--- src/rtl/alu_pkg.sv ---
// Shared op codes, FSM state type and op-class helper for alu_iter.
// ALU_ITER_DIV_EN selects whether divu is an iterative op or an illegal one.
package alu_pkg;

    localparam logic [3:0] OP_ADD     = 4'd0;
    localparam logic [3:0] OP_ADD_ALT = 4'd1;
    localparam logic [3:0] OP_SUB     = 4'd2;
    localparam logic [3:0] OP_SUB_ALT = 4'd3;
    localparam logic [3:0] OP_AND     = 4'd4;
    localparam logic [3:0] OP_OR      = 4'd5;
    localparam logic [3:0] OP_XOR     = 4'd6;
    localparam logic [3:0] OP_NOR     = 4'd7;
    localparam logic [3:0] OP_SLT     = 4'd8;
    localparam logic [3:0] OP_SLTU    = 4'd9;
    localparam logic [3:0] OP_MULTU   = 4'd10;
    localparam logic [3:0] OP_DIVU    = 4'd11;

    typedef enum logic [1:0] {
        ST_IDLE = 2'd0,
        ST_BUSY = 2'd1,
        ST_DONE = 2'd2
    } state_t;

    // Divide-by-zero is resolved in one cycle by the caller despite divu being iterative here.
    function automatic logic isIterative(input logic [3:0] op);
`ifdef ALU_ITER_DIV_EN
        return (op == OP_MULTU) || (op == OP_DIVU);
`else
        return (op == OP_MULTU);
`endif
    endfunction

endpackage

--- src/rtl/alu_muldiv_seq.sv ---
// Iterative unsigned shift-add multiplier and (with ALU_ITER_DIV_EN) restoring divider.
// One step per cycle for N cycles; o_lo/o_hi present the value after the current step.
module alu_muldiv_seq
    import alu_pkg::*;
#(
    parameter int N = 32
) (
    input  logic         i_clk,
    input  logic         i_reset,
    input  logic         i_start,
`ifdef ALU_ITER_DIV_EN
    input  logic         i_isDiv,
`endif
    input  logic [N-1:0] i_a,
    input  logic [N-1:0] i_b,
    output logic         o_last,
    output logic [N-1:0] o_lo,
    output logic [N-1:0] o_hi
);

    localparam int CW = $clog2(N);

    logic          r_active;
    logic [CW-1:0] r_cnt;
    logic [N-1:0]  r_hi;
    logic [N-1:0]  r_lo;
    logic [N-1:0]  r_b;

    logic [N:0]    w_mulSum;
    logic [N-1:0]  w_mulHi;
    logic [N-1:0]  w_mulLo;

    // Multiplier bits shift out of r_lo while product bits shift in from the top.
    assign w_mulSum           = {1'b0, r_hi} + {1'b0, (r_lo[0] ? r_b : {N{1'b0}})};
    assign {w_mulHi, w_mulLo} = {w_mulSum, r_lo[N-1:1]};

`ifdef ALU_ITER_DIV_EN
    logic          r_isDiv;
    logic [N:0]    w_divShift;
    logic [N:0]    w_divDiff;

    // Dividend bits shift from r_lo into the partial remainder; quotient bits fill r_lo.
    assign w_divShift = {r_hi, r_lo[N-1]};
    assign w_divDiff  = w_divShift - {1'b0, r_b};
    assign o_hi = r_isDiv ? (w_divDiff[N] ? w_divShift[N-1:0] : w_divDiff[N-1:0]) : w_mulHi;
    assign o_lo = r_isDiv ? {r_lo[N-2:0], ~w_divDiff[N]} : w_mulLo;
`else
    assign o_hi = w_mulHi;
    assign o_lo = w_mulLo;
`endif

    assign o_last = r_active && (r_cnt == CW'(N - 1));

    always_ff @(posedge i_clk) begin
        if (i_reset) begin
            r_active <= 1'b0;
            r_cnt    <= '0;
            r_hi     <= '0;
            r_lo     <= '0;
            r_b      <= '0;
`ifdef ALU_ITER_DIV_EN
            r_isDiv  <= 1'b0;
`endif
        end else if (i_start) begin
            r_active <= 1'b1;
            r_cnt    <= '0;
            r_hi     <= '0;
            r_lo     <= i_a;
            r_b      <= i_b;
`ifdef ALU_ITER_DIV_EN
            r_isDiv  <= i_isDiv;
`endif
        end else if (r_active) begin
            r_hi  <= o_hi;
            r_lo  <= o_lo;
            r_cnt <= r_cnt + CW'(1);
            if (o_last) begin
                r_active <= 1'b0;
            end
        end
    end

endmodule

--- src/rtl/alu_iter.sv ---
// alu_iter: request/result handshake FSM plus all single-cycle ALU ops.
// Define ALU_ITER_DIV_EN to build the divider; otherwise op 11 reports illegal.
module alu_iter
    import alu_pkg::*;
#(
    parameter int N = 32
) (
    input  logic         i_clk,
    input  logic         i_reset,
    input  logic         i_in_valid,
    output logic         o_in_ready,
    input  logic [3:0]   i_op,
    input  logic [N-1:0] i_in0,
    input  logic [N-1:0] i_in1,
    output logic         o_out_valid,
    input  logic         i_out_ready,
    output logic [N-1:0] o_out,
    output logic [N-1:0] o_hi,
    output logic         o_cout,
    output logic         o_ill
);

    state_t       r_state;
    logic [N-1:0] r_out;
    logic [N-1:0] r_hi;
    logic         r_cout;
    logic         r_ill;

    logic         w_accept;
    logic         w_goBusy;
    logic         w_mdLast;
    logic [N-1:0] w_mdLo;
    logic [N-1:0] w_mdHi;
    logic [N:0]   w_add;
    logic [N:0]   w_sub;
    logic [N-1:0] w_out;
    logic [N-1:0] w_hi;
    logic         w_cout;
    logic         w_ill;

    assign w_accept = (r_state == ST_IDLE) && i_in_valid;
    assign w_goBusy = isIterative(i_op) && !((i_op == OP_DIVU) && (i_in1 == '0));

    alu_muldiv_seq #(.N(N)) u_muldiv (
        .i_clk   (i_clk),
        .i_reset (i_reset),
        .i_start (w_accept && w_goBusy),
`ifdef ALU_ITER_DIV_EN
        .i_isDiv (i_op == OP_DIVU),
`endif
        .i_a     (i_in0),
        .i_b     (i_in1),
        .o_last  (w_mdLast),
        .o_lo    (w_mdLo),
        .o_hi    (w_mdHi)
    );

    // The borrow of the N+1-bit subtraction is exactly the unsigned in0 < in1 flag.
    assign w_add = {1'b0, i_in0} + {1'b0, i_in1};
    assign w_sub = {1'b0, i_in0} - {1'b0, i_in1};

    always_comb begin
        w_out  = '0;
        w_hi   = '0;
        w_cout = 1'b0;
        w_ill  = 1'b0;
        case (i_op)
            OP_ADD, OP_ADD_ALT: begin
                w_out  = w_add[N-1:0];
                w_cout = w_add[N];
            end
            OP_SUB, OP_SUB_ALT: begin
                w_out  = w_sub[N-1:0];
                w_cout = w_sub[N];
            end
            OP_AND:   w_out = i_in0 & i_in1;
            OP_OR:    w_out = i_in0 | i_in1;
            OP_XOR:   w_out = i_in0 ^ i_in1;
            OP_NOR:   w_out = ~(i_in0 | i_in1);
            OP_SLT:   w_out = {{(N-1){1'b0}}, ($signed(i_in0) < $signed(i_in1))};
            OP_SLTU:  w_out = {{(N-1){1'b0}}, (i_in0 < i_in1)};
            OP_MULTU: ;
`ifdef ALU_ITER_DIV_EN
            OP_DIVU: begin
                w_out  = '1;
                w_hi   = i_in0;
                w_cout = 1'b1;
            end
`endif
            default:  w_ill = 1'b1;
        endcase
    end

    always_ff @(posedge i_clk) begin
        if (i_reset) begin
            r_state <= ST_IDLE;
            r_out   <= '0;
            r_hi    <= '0;
            r_cout  <= 1'b0;
            r_ill   <= 1'b0;
        end else begin
            unique case (r_state)
                ST_IDLE: begin
                    if (i_in_valid) begin
                        if (w_goBusy) begin
                            r_state <= ST_BUSY;
                        end else begin
                            r_state <= ST_DONE;
                            r_out   <= w_out;
                            r_hi    <= w_hi;
                            r_cout  <= w_cout;
                            r_ill   <= w_ill;
                        end
                    end
                end
                ST_BUSY: begin
                    if (w_mdLast) begin
                        r_state <= ST_DONE;
                        r_out   <= w_mdLo;
                        r_hi    <= w_mdHi;
                        r_cout  <= 1'b0;
                        r_ill   <= 1'b0;
                    end
                end
                ST_DONE: begin
                    if (i_out_ready) begin
                        r_state <= ST_IDLE;
                    end
                end
                default: r_state <= ST_IDLE;
            endcase
        end
    end

    assign o_in_ready  = (r_state == ST_IDLE);
    assign o_out_valid = (r_state == ST_DONE);
    assign o_out       = r_out;
    assign o_hi        = r_hi;
    assign o_cout      = r_cout;
    assign o_ill       = r_ill;

endmodule

--- config.mk ---
export PLATFORM = sky130hd
export DESIGN_NAME = alu_iter
export DESIGN_NICKNAME = d
export VERILOG_FILES = /design/src/rtl/alu_pkg.sv /design/src/rtl/alu_muldiv_seq.sv /design/src/rtl/alu_iter.sv
export SDC_FILE = /design/constraint.sdc
export NUM_CORES = 1
export LEC_CHECK = 0
export ABC_AREA = 1
export CAP_MARGIN = 20
export CELL_PAD_IN_SITES_DETAIL_PLACEMENT = 1
export CELL_PAD_IN_SITES_GLOBAL_PLACEMENT = 1
export CORE_ASPECT_RATIO = 2
export CORE_MARGIN = 1
export CORE_UTILIZATION = 41
export DETAILED_ROUTE_END_ITERATION = 7
export GPL_TIMING_DRIVEN = 0
export PLACE_DENSITY_LB_ADDON = 0.3
export SLEW_MARGIN = 10
export SYNTH_ARGS = -nofsm -noshare
export SYNTH_HDL_FRONTEND = slang
export SYNTH_SLANG_ARGS = --single-unit
--- constraint.sdc ---
create_clock -name i_clk -period 3.85 [get_ports i_clk]
set_clock_uncertainty 0.2 [all_clocks]
set_input_delay 0.385 -clock i_clk [delete_from_list [all_inputs] [get_ports i_clk]]
set_output_delay 0.385 -clock i_clk [all_outputs]
set_load 0.01 [all_outputs]
# == Yosys cells after proc, flatten, opt, wreduce, memory -nomap -nowiden ==
# Cells that the tools add are included.
# totals
register_bits,170
in_bits,72
output_inout_bits,68
wordCells,84
# classes
n_addsub,4
n_lt_le_gt_ge,2
eq_ne,18
n_mux,29
bitwise,4
n_reduce_logical,17
# op_table
cell,n
$mux W32,9
$pmux W32 S8,1
$pmux W32 S2,2
$add A32 B32 Y33,2
$lt A32 B32 Y1,2
$sub A32 B32 Y33,1
$and A32 B32 Y32,1
$logic_not A32 Y1,1
$not A32 Y32,1
$or A32 B32 Y32,1
$xor A32 B32 Y32,1
$eq A4 B3 Y1 const B,4
$eq A4 B4 Y1 const B,4
$reduce_or A11 Y1,1
$mux W1,9
$eq A4 B2 Y1 const B,2
$mux W2,4
$pmux W1 S2,3
$pmux W2 S3,1
$reduce_or A2 Y1,3
$add A5 B1 Y5 const B,1
$eq A5 B5 Y1 const B,1
$logic_and A1 B1 Y1,5
$eq A4 B1 Y1 const B,1
other kinds (10),13

# == Depth between registers and ports, before layout ==
# logic_depth
word_depth,7
depth_mapped,19
depth_no_buf,18

# == Hierarchy ==
# Synthesis repeated with hierarchy kept, for this count alone.
# hier_totals
cells_unflattened,2820
area_unflattened_um2,16589.7
# by_module_without_submodules
module,n_inst,cells_per_inst,area_each_um2,seq_area_each_um2
alu_iter,1,1694,9690.5,1361.3
alu_muldiv_seq,1,1126,6899.1,2042.0

# == Worst setup path after synthesis ==
# Ideal clock, no wire load.
# synth_path
path_kind,register -> register
start,register u_muldiv.r_lo[0]
end,register u_muldiv.r_hi[23]
setup_time_ns,0.109
arrival_time_ns,2.653
t_required_ns,3.541
setup_slack_ns,0.888
stages_incl_launch_ff,18
path_buffers,2
period_less_slack_ns,2.962
cell_sequence,dfxtp_1 clkbuf_1 clkbuf_1 nand2_1 inv_1 ha_1 inv_1 fa_1 o21ai_0 a21boi_0 o21ai_0 nand3_1 nand3_1 nand2_1 nand2_1 nand2_1 nand2_1 inv_1
# synth_via
elab_chain_len,2
# synth_lines
item,line,source
"start, declared",alu_muldiv_seq.sv:26,logic [N-1:0] r_lo;
"start signal, assigned",alu_muldiv_seq.sv:68,r_lo <= i_a;
"start signal, assigned",alu_muldiv_seq.sv:75,r_lo <= o_lo;
$mux W32,alu_muldiv_seq.sv:34,"assign w_mulSum = {1'b0, r_hi} + {1'b0, (r_lo[0] ? r_b : {N{1'b0}})};"
$add A32 B32 Y33,alu_muldiv_seq.sv:34,
"end signal, assigned",alu_muldiv_seq.sv:74,r_hi <= o_hi;
"end, declared",alu_muldiv_seq.sv:25,logic [N-1:0] r_hi;
# Every way passes these cells.
# A chain may end at the register's enable or synchronous reset.

# == Worst setup path in the final report ==
# layout_path
start,input port i_in0[20]
end,register r_out[28] (netlist: o_out[28])
# layout_via
elab_chain_len,5
word_cells_on_any_way,6
cone_classes,add/sub (2); mux (4)
# layout_lines
item,line,source
"start, declared",alu_iter.sv:13,"input logic [N-1:0] i_in0,"
$sub A32 B32 Y33 / $add A32 B32 Y33 (equally long branches),"alu_iter.sv:60, alu_iter.sv:59",
$pmux W32 S8 (*),alu_iter.sv:67,case (i_op)
$mux W32 (*),alu_iter.sv:105,if (w_goBusy) begin
$mux W32 (*),alu_iter.sv:104,if (i_in_valid) begin
$pmux W32 S2 (*),alu_iter.sv:102,unique case (r_state)
"end signal, assigned",alu_iter.sv:109,r_out <= w_out;
"end signal, assigned",alu_iter.sv:119,r_out <= w_mdLo;
"end, declared",alu_iter.sv:24,logic [N-1:0] r_out;
# Mark *: on every way between the ends. The rest lies on a longest branch, timed or not. The select of a mux whose other input is x is not followed.

==> run summary <==
global-route wire length before repair -> 112 mm
routed wl met3 -> 2.74 mm
Core Area -> 0.0365 mm^2
Max VDD drop -> 284 uV
area of the multi-input gates -> 0.00977 mm^2
Post-Synth Adder-Cell Area -> 12.5%
# IOs -> 140
Max transition margin -> 20.7%
die height -> 274 um
DRC -> 24
# H-tree levels -> 4
count of final setup violators -> 0
diode count -> 0
commonest non-fill, non-tap cell in the layout -> nand2_1
Yosys reg bits -> 170
Synth Area in XOR/XNOR -> 1.50%
Worst path slowest cell -> clkdlybuf4s50_1
Pwr Total -> 5080 uW
CTS tree -> built
post-synthesis sequential area ratio -> 22.4%
crit-path max FO -> 10
vias in the first global route -> 19400
simple-gate portion of the synthesized area -> 31.8%
synthesized instance count -> 2565
DR top layer -> met4
Clock transition at path regs -> 0.07 ns
Slew @ Worst Pin -> 1.19 ns
EDFF count, synth -> 0
RSZ-0062 raised after global routing -> false
final hold slack -> 0.267 ns
main combinational cell family by area after synthesis -> simple AND/OR/NAND/NOR gates
Final GP Congestion -> 1.06
Max-Cap Viols -> 0
status -> complete, but fails checks
Crit path top cell by count -> nand2_1
via count -> 18000
number of port buffers -> 139
Die W -> 138 um
initial core utilization -> 41.7%
drt total wl -> 76.1 mm
Syn-to-layout area delta -> 16.7%
Post-Route M1 WL -> 23.9 mm
Netlist Area Pre-Place -> 0.0152 mm^2
cts hold-fix bufs -> 0
Cell Pwr Density -> 286 mW/mm^2
Max clock buf depth -> 2
Layout Nets -> 2944
Worst Path Required -> 3.99 ns
DPL Wire Length -> 64.7 mm
Post-synth top flop -> dfxtp_1
worst hold-check path type -> reg2reg
clk_lat worst skew -> 0.46 ns
WP data arrival -> 3.78 ns
mux contribution to synthesized area -> 0%
CP Capture Type -> register
Synth async-reset ratio -> 0%
crit share post-route -> 94.5%
Slew Viols, Final -> 0
maximum clock rate -> 275 MHz
First-pass DRT Iterations -> 8
metal2 WL -> 39.9 mm
grt ovf -> 0
total CTS buffers -> 17
compound-cell area share of the yosys netlist -> 18.4%
vias per inst -> 5.65
LEAKAGE -> 0.00897 uW
highest-count cells in the layout ignoring fill and taps -> 758 x nand2_1, 426 x inv_1, 212 x a21oi_1
FILL cells -> 5130
Rows -> 99
routed len/inst -> 23.9 um
clk sink count -> 170
synthesis warning total -> 0
violated checks -> DRC
Die ar. -> 0.0379 mm^2
Yosys cell types -> 43
largest net degree at the start of global routing -> 19
register area -> 0.00340 mm^2
Root Buffer -> clkbuf_16
drt initial violations -> 764
Mapped Nets -> 2787
Hold Violations, Final -> 0
CP max stage delay -> 0.64 ns
share of layout cells above drive strength 1 -> 3.11%
Tmin final -> 3.64 ns
Total GRT Usage -> 40.2%
critical path, cell by cell -> clkdlybuf4s50_1 > inv_1 > ha_1 > buf_2 > nand2_1 > nor2_1 > nand2_1 > nor3_1 > nand2_1 > nand2_1 > nand2_1 > nand3_1 > nand3_1 > nand2_1 > a21oi_1
delay-heaviest family, CP -> simple AND/OR/NAND/NOR gates
initial antenna violation count -> 0
antenna-violating nets left -> 0
post-CTS setup buffers -> 0
crit path kind -> in2reg
Critical path buffers and inverters -> 3
synthesized area per cell -> 5.93 um^2
CTS-repair resized insts -> 6
Setup crit start kind -> input port
[logic make-up (layout without fill, tap and decap cells)]
group	count (synthesis)	count (layout)
compound gates	494	494
xor+xnor	26	26
fa+ha+maj	150	150
buf+inv	535	705
flops	170	170
simple gates	1190	1190
[synth_stat cells (3+ instances only)]
cell type | number | area share [%]
nand3_1 | 192 | 6.3
o21ai_0 | 144 | 4.7
and2_1 | 3 | 0.12
xnor2_1 | 3 | 0.17
and3_1 | 4 | 0.16
xor2_1 | 23 | 1.3
nor2_1 | 185 | 4.6
nand4_1 | 12 | 0.49
a31oi_1 | 30 | 1.2
ha_1 | 147 | 12
a21oi_1 | 212 | 7.0
o211ai_1 | 14 | 0.69
a21boi_0 | 5 | 0.25
buf_1 | 9 | 0.22
or2_2 | 5 | 0.21
buf_2 | 35 | 1.2
a21o_1 | 4 | 0.20
a221oi_1 | 25 | 1.4
a22oi_1 | 25 | 1.2
clkbuf_1 | 59 | 1.5
o31ai_1 | 3 | 0.15
o21a_1 | 3 | 0.15
inv_1 | 426 | 11
fa_1 | 3 | 0.39
nor4_1 | 4 | 0.16
o22ai_1 | 15 | 0.62
nand2_1 | 758 | 19
dfxtp_1 | 170 | 22
o21bai_1 | 9 | 0.44
nor3_1 | 20 | 0.66
[power breakdown]
part / total [uW] / internal (uW) / switching (uW)
sequential: 1850 / 1810 / 43.8
combinational: 1500 / 446 / 1050
clock: 1730 / 865 / 865
total: 5080 / 3120 / 1960
[final timing paths]
| kind | from | to | slack (ns) | depth (start not counted) |
|---|---|---|---|---|
| worst max-delay path | i_in0[20] | o_out[28] | 0.21 | 15 |
| worst min-delay path | o_hi[9] | o_hi[9] | 0.27 | 2 |
| worst max register to register | u_muldiv.r_lo[0] | u_muldiv.r_hi[23] | 0.26 | 16 |
| worst min register to register | o_hi[9] | o_hi[9] | 0.27 | 2 |
[per-layer routing]
layer / up-vias / global-route usage, %
met5: - / 0
met4: 0 / 45.6
met3: 359 / 5.01
met2: 588 / 77.5
met1: 8562 / 33.6
li1: 8503 / -
[sequential cells by signal, summed over array words and instances, names as in the netlist]
register and flops:
o_cout 1, u_muldiv.r_hi 32, u_muldiv.r_active 1, u_muldiv.r_cnt 5, o_ill 1, u_muldiv.r_b 32
u_muldiv.r_lo 32, r_state 2, o_out 32, o_hi 32
[worst register-to-register path: cells and delay by family, from the launching register on]
kind,cells,cell delay (ns)
compound gates,3,0.86
fa+ha+maj,2,0.63
buf+inv,4,0.50
flops,1,0.46
simple gates,7,0.85
[stage by stage]
stage | TNS [ns] | worst slack [ns] | util [%] | std cells | area, um^2
5_1_grt | 0 | 0.106 | 48.6 | 3189 | 17800
2_1_floorplan | 0 | 0.888 | - | 2565 | 15200
3_3_place_gp | -3.01 | -0.494 | 47.0 | 3158 | 17200
6_report | 0 | 0.213 | 48.6 | 3189 | 17800
4_1_cts | 0 | 0.0264 | 48.6 | 3190 | 17800
3_5_place_dp | -5.11 | -0.589 | 47.0 | 3158 | 17200
[layout make-up]
class,instances,area share (%)
Clock inverter,15,0.866
Sequential cell,170,19.2
Clock buffer,17,2.39
Buffer,104,2.49
Timing Repair Buffer,139,7.83
Tap cell,454,3.20
Multi-Input combinational cell,1860,55.0
Inverter,430,9.08
(Power assumes the default switching activity.)
